`config.mk`:
```
export PLATFORM = sky130hd
export DESIGN_NAME = adder_seq_ctrl
export DESIGN_NICKNAME = d
export VERILOG_FILES = /design/src/rtl/adder_seq_pkg.sv /design/src/rtl/Adder.sv /design/src/rtl/adder_seq_ctrl.sv
export SDC_FILE = /design/constraint.sdc
export NUM_CORES = 1
export LEC_CHECK = 0
export CORE_ASPECT_RATIO = 2
export CORE_UTILIZATION = 53
export CTS_CLUSTER_SIZE = 14
export DETAILED_ROUTE_END_ITERATION = 10
export MAX_ROUTING_LAYER = met4
export PLACE_DENSITY = 0.84
export RECOVER_POWER = 25
export SYNTH_ARGS = -nofsm -noshare
export SYNTH_HDL_FRONTEND = slang
export SYNTH_SLANG_ARGS = --single-unit
export TNS_END_PERCENT = 100
```
`constraint.sdc`:
```
create_clock -name CLK -period 7 [get_ports CLK]
set_input_delay 1.4 -clock CLK [delete_from_list [all_inputs] [get_ports CLK]]
set_output_delay 1.4 -clock CLK [all_outputs]
set_load 0.005 [all_outputs]
```
`src/rtl/adder_seq_pkg.sv`:
```
// rtl/adder_seq_pkg.sv - shared state type and slice width for the adder sequencer
package adder_seq_pkg;
  typedef enum logic [1:0] {
    IDLE = 2'd0,
    RUN  = 2'd1,
    DONE = 2'd2
  } state_t;

  localparam int SLICE_W = 4;
endpackage

```
`src/rtl/Adder.sv`:
```
// rtl/Adder.sv - 4-bit ripple adder slice shared by the wide-add sequencer
module Adder (
  input  logic [3:0] A,
  input  logic [3:0] B,
  input  logic       CIN,
  output logic [3:0] SUM,
  output logic       COUT
);
  assign {COUT, SUM} = 5'(A) + 5'(B) + 5'(CIN);
endmodule

```
`src/rtl/adder_seq_ctrl.sv`:
```
// rtl/adder_seq_ctrl.sv - WIDTH-bit add sequenced one nibble per cycle over a 4-bit slice
// Optional subtract support when ADDER_SEQ_SUB_EN is defined.
module adder_seq_ctrl
  import adder_seq_pkg::*;
#(
  parameter int WIDTH = 16
) (
  input  logic             CLK,
  input  logic             RST_N,
  input  logic             IN_VALID,
  output logic             IN_READY,
  input  logic [WIDTH-1:0] A,
  input  logic [WIDTH-1:0] B,
  input  logic             CIN,
`ifdef ADDER_SEQ_SUB_EN
  input  logic             SUB,
`endif
  output logic             OUT_VALID,
  input  logic             OUT_READY,
  output logic [WIDTH-1:0] SUM,
  output logic             COUT,
  output logic             BUSY
);
  localparam int NIB   = WIDTH / SLICE_W;
  localparam int IDX_W = $clog2(NIB);

  state_t               state, state_nxt;
  logic [IDX_W-1:0]     idx;
  logic                 carry;
  logic [WIDTH-1:0]     a_r, b_r;
  logic                 sub_r;
  logic [WIDTH-1:0]     sum_r;
  logic                 cout_r;
  logic                 accept, last, init_carry, sub_in;
  logic [SLICE_W-1:0]   a_nib, b_nib, b_in, s_sum;
  logic                 s_cout;

`ifdef ADDER_SEQ_SUB_EN
  assign sub_in = SUB;
`else
  assign sub_in = 1'b0;
`endif

  assign IN_READY   = RST_N && (state == IDLE);
  assign accept     = IN_VALID && IN_READY;
  assign last       = (idx == IDX_W'(NIB - 1));
  // Subtraction is A + ~B + 1, so the caller's carry is ignored then.
  assign init_carry = sub_in ? 1'b1 : CIN;

  assign a_nib = a_r[idx*SLICE_W +: SLICE_W];
  assign b_nib = b_r[idx*SLICE_W +: SLICE_W];
  assign b_in  = sub_r ? ~b_nib : b_nib;

  Adder u_slice (
    .A    (a_nib),
    .B    (b_in),
    .CIN  (carry),
    .SUM  (s_sum),
    .COUT (s_cout)
  );

  always_ff @(posedge CLK) begin
    if (!RST_N) state <= IDLE;
    else        state <= state_nxt;
  end

  always_comb begin
    state_nxt = state;
    case (state)
      IDLE:    if (accept) state_nxt = RUN;
      RUN:     if (last) state_nxt = DONE;
      DONE:    if (OUT_READY) state_nxt = IDLE;
      default: state_nxt = IDLE;
    endcase
  end

  always_ff @(posedge CLK) begin
    if (accept) begin
      a_r   <= A;
      b_r   <= B;
      sub_r <= sub_in;
    end
  end

  always_ff @(posedge CLK) begin
    if (!RST_N) begin
      idx    <= '0;
      carry  <= 1'b0;
      sum_r  <= '0;
      cout_r <= 1'b0;
    end else begin
      case (state)
        IDLE: begin
          if (accept) begin
            idx   <= '0;
            carry <= init_carry;
          end
        end
        RUN: begin
          sum_r[idx*SLICE_W +: SLICE_W] <= s_sum;
          carry                         <= s_cout;
          // idx parks on the last nibble rather than wrapping.
          if (last) cout_r <= s_cout;
          else      idx    <= idx + 1'b1;
        end
        default: ;
      endcase
    end
  end

  assign OUT_VALID = (state == DONE);
  assign BUSY      = (state == RUN) || (state == DONE);
  assign SUM       = sum_r;
  assign COUT      = cout_r;
endmodule

```
==> impl_metrics.ini <==
[critical_path]
critPathKind = primary input to output pin
reg2reg_to = carry
cp.arrival_ns = 3.03
crit_fanout = 21
start_kind = primary input
path_cells = clkdlybuf4s50_1 -> and2_1 -> clkdlybuf4s50_1
rrSetupSlack_ns = 3.91
critPathSlowestCell = clkdlybuf4s50_1
cpLargestDelayFamily = buffers and inverters
critical_path_depth = 3
required_ns = 5.60
r2r_cells = 6
rr_startpoint = idx[0]
path_buf_inv = 2
crit_top_cell = clkdlybuf4s50_1
slowest_delay_ns = 0.93
end_kind = output pin

[synth]
avgSynthCellArea_um2 = 13.8
netlist_area_um2 = 2450
synth_ff_type = edfxtp_1
synth_xor_area_share_pct = 0.358
synth_cell_types = 41
synth.mux.area_fraction_pct = 7.52
synth_fa_ha_area_share_pct = 8.28
synthSimpleGateAreaFrac_pct = 11.3
synth_top_area_share_pct = 39.3
ys_ff_latch = 54
yosysTopAreaCell = edfxtp_1
synth.net_count = 229
yosysMostFrequentCell = edfxtp_1
synth_edf_count = 32
synth_area_leaders = edfxtp_1 39%, dfxtp_1 18%, ha_1 6.6%, mux4_2 6.4%, a32oi_1 3.2%
synth_compound_area_share_pct = 11.8
synth-async-reset-ratio_pct = 0
yosysSeqAreaShare_pct = 57.3
yosysWarnings = 0
syn-instance-count = 177
synth_top_family_by_area = compound AO/OA/AOI/OAI gates
synth_common_cells = 32 x edfxtp_1, 22 x dfxtp_1, 13 x ha_1

[clock_tree]
clk_path_buf_depth = 2
numCtsBuffers = 5
cts_root_buf = clkbuf_8
cts_htree_levels = 2
cts_setup_buffers = 0
clkLatencyLatePin_ns = 0.31
cts_tree = yes
post_cts_resized = 0
path_clk_slew_ns = 0.09
cts.sinks = 54
hold_buffers = 0

[power_and_ir_drop]
p_sw_mw = 0.202
combPwrFrac_pct = 23.0
internal_power_mw = 0.511
power_density_nw_per_um2 = 230
peakVddDrop_uv = 169
power.leakage_nw = 1.11
p_total_mw = 0.713
power.share.clock_pct = 24.1
swShare_pct = 28.3
p_seq_share_pct = 52.9

[place]
portBuffers = 56
dp.cells = 280
dp_slack_ns = 2.59
dp_hpwl_um = 3640
place_area_um2 = 3020
gp_congestion = 0.853

[layout]
nFillCells = 307
drive_gt1_share_pct = 8.55
finish.utilization_pct = 70.8
layoutNonFillerInstCount = 288
area_growth_pct = 26.8
postLayoutCellArea_um2 = 3100
n_antenna_cell = 0
fin_nets = 285

[worst_hold_path]
hp-start = SUM[5]
hold-path-cell-count = 2
min_path_type = flip-flop to flip-flop
whs_endpoint = SUM[5]

[sta]
finalWorstPathRequiredPeriod_ns = 4.43
slew_headroom_pct = 26.9
period_share_pct = 63.3
worst_slack_ns = 2.57
setup_tns_ns = 0
setup_viol = 0
worst_pin_slew_ns = 1.09
rsz0062_at_grt = false
fin_worst_skew_ns = 0.00974
whs_ns = 0.456
hold_viol = 0
report.final.slew_viol_count = 0
fmax_ghz = 0.226

[drt]
drt_iter0_drc = 26
ant_nets = 0
routed_wl_um = 4680
vias = 1683
drcViolationCount = 0
first_pass_iters = 4
viasPerCell = 5.84
routedWlPerCell_um = 16.3

[die]
dieArea_um2 = 4910
coreArea_um2 = 4380
std_cell_rows = 34
io_pins = 57
die_y_um = 98.1
die-width_um = 50.1
start_util_pct = 55.9

[global_route]
antenna_found_initial = 0
grt_pass1_vias = 1773
overflow = 0
grt_max_degree = 33
grt_usage_pct = 21.7
grt_pass1_wl_um = 7650

[status]
outcome = finished clean

[run]
cap_violations = 0
final cells by class:
| cell class | count | area [um^2] | area share, % |
|---|---|---|---|
| flip-flops and latches | 54 | 1400 | 45.1 |
| multi-input cells | 108 | 960 | 30.9 |
| repair buffers | 56 | 561 | 18.1 |
| clock buffers | 6 | 72.6 | 2.34 |
| well taps | 54 | 67.6 | 2.18 |
| inverters | 8 | 30.0 | 0.967 |
| clock inverters | 2 | 12.5 | 0.403 |
kinds of logic after synthesis:
family | after synthesis
flops | 54
fa+ha+maj | 15
buf+inv | 15
compound gates | 36
xor+xnor | 1
mux | 8
simple gates | 48
cell usage in the layout, fill, tap and decap left out, drive strengths merged, types with 3 or more instances in the layout:
cell	count
nand3	10
nand2	8
ha	13
dlygate4sd3	26
a21oi	5
o211ai	6
nand4	5
inv	9
and3b	4
nor2	9
a32oi	9
clkdlybuf4s50	30
edfxtp	32
nor2b	4
dfxtp	22
clkbuf	6
and2	3
mux4	8
worst max-delay path by stage:
stage	startpoint	to	slack (ns)
finish	RST_N	IN_READY	2.57
global route	RST_N	IN_READY	2.49
CTS	RST_N	IN_READY	2.59
detailed placement	RST_N	IN_READY	2.59
global placement	RST_N	IN_READY	2.61
floorplan	RST_N	IN_READY	3.81
metal layers:
layer  share of wire [%]  track usage (%)  routed length, um
met1                  34             19.2               1580
met2                  59             39.5               2760
met3                 4.1             4.21                194
met4                 3.2             13.4                148
met5                   0                -                  0
power by group through the flow:
stage / Clock, mW / Combinational [mW] / Sequential [mW]
after floorplan: 0 / 0.107 / 0.379
after global placement: 0 / 0.161 / 0.383
after detailed placement: 0 / 0.165 / 0.385
after CTS: 0.172 / 0.165 / 0.378
after global routing: 0.185 / 0.178 / 0.380
final: 0.172 / 0.164 / 0.377
worst register-to-register path, cell delays in order, from the launching register on:
cell and delay (ns):
dfxtp_1 0.82, mux4_2 0.61, fa_1 0.47, fa_1 0.44, a21o_1 0.22, a211oi_1 0.31
o31ai_1 0.12
registers in the layout, summed over array words and instances (netlist names):
signal / cells
b_r: 16
idx: 2
COUT: 1
SUM: 16
a_r: 16
carry: 1
state: 2
(Power assumes the default switching activity.)
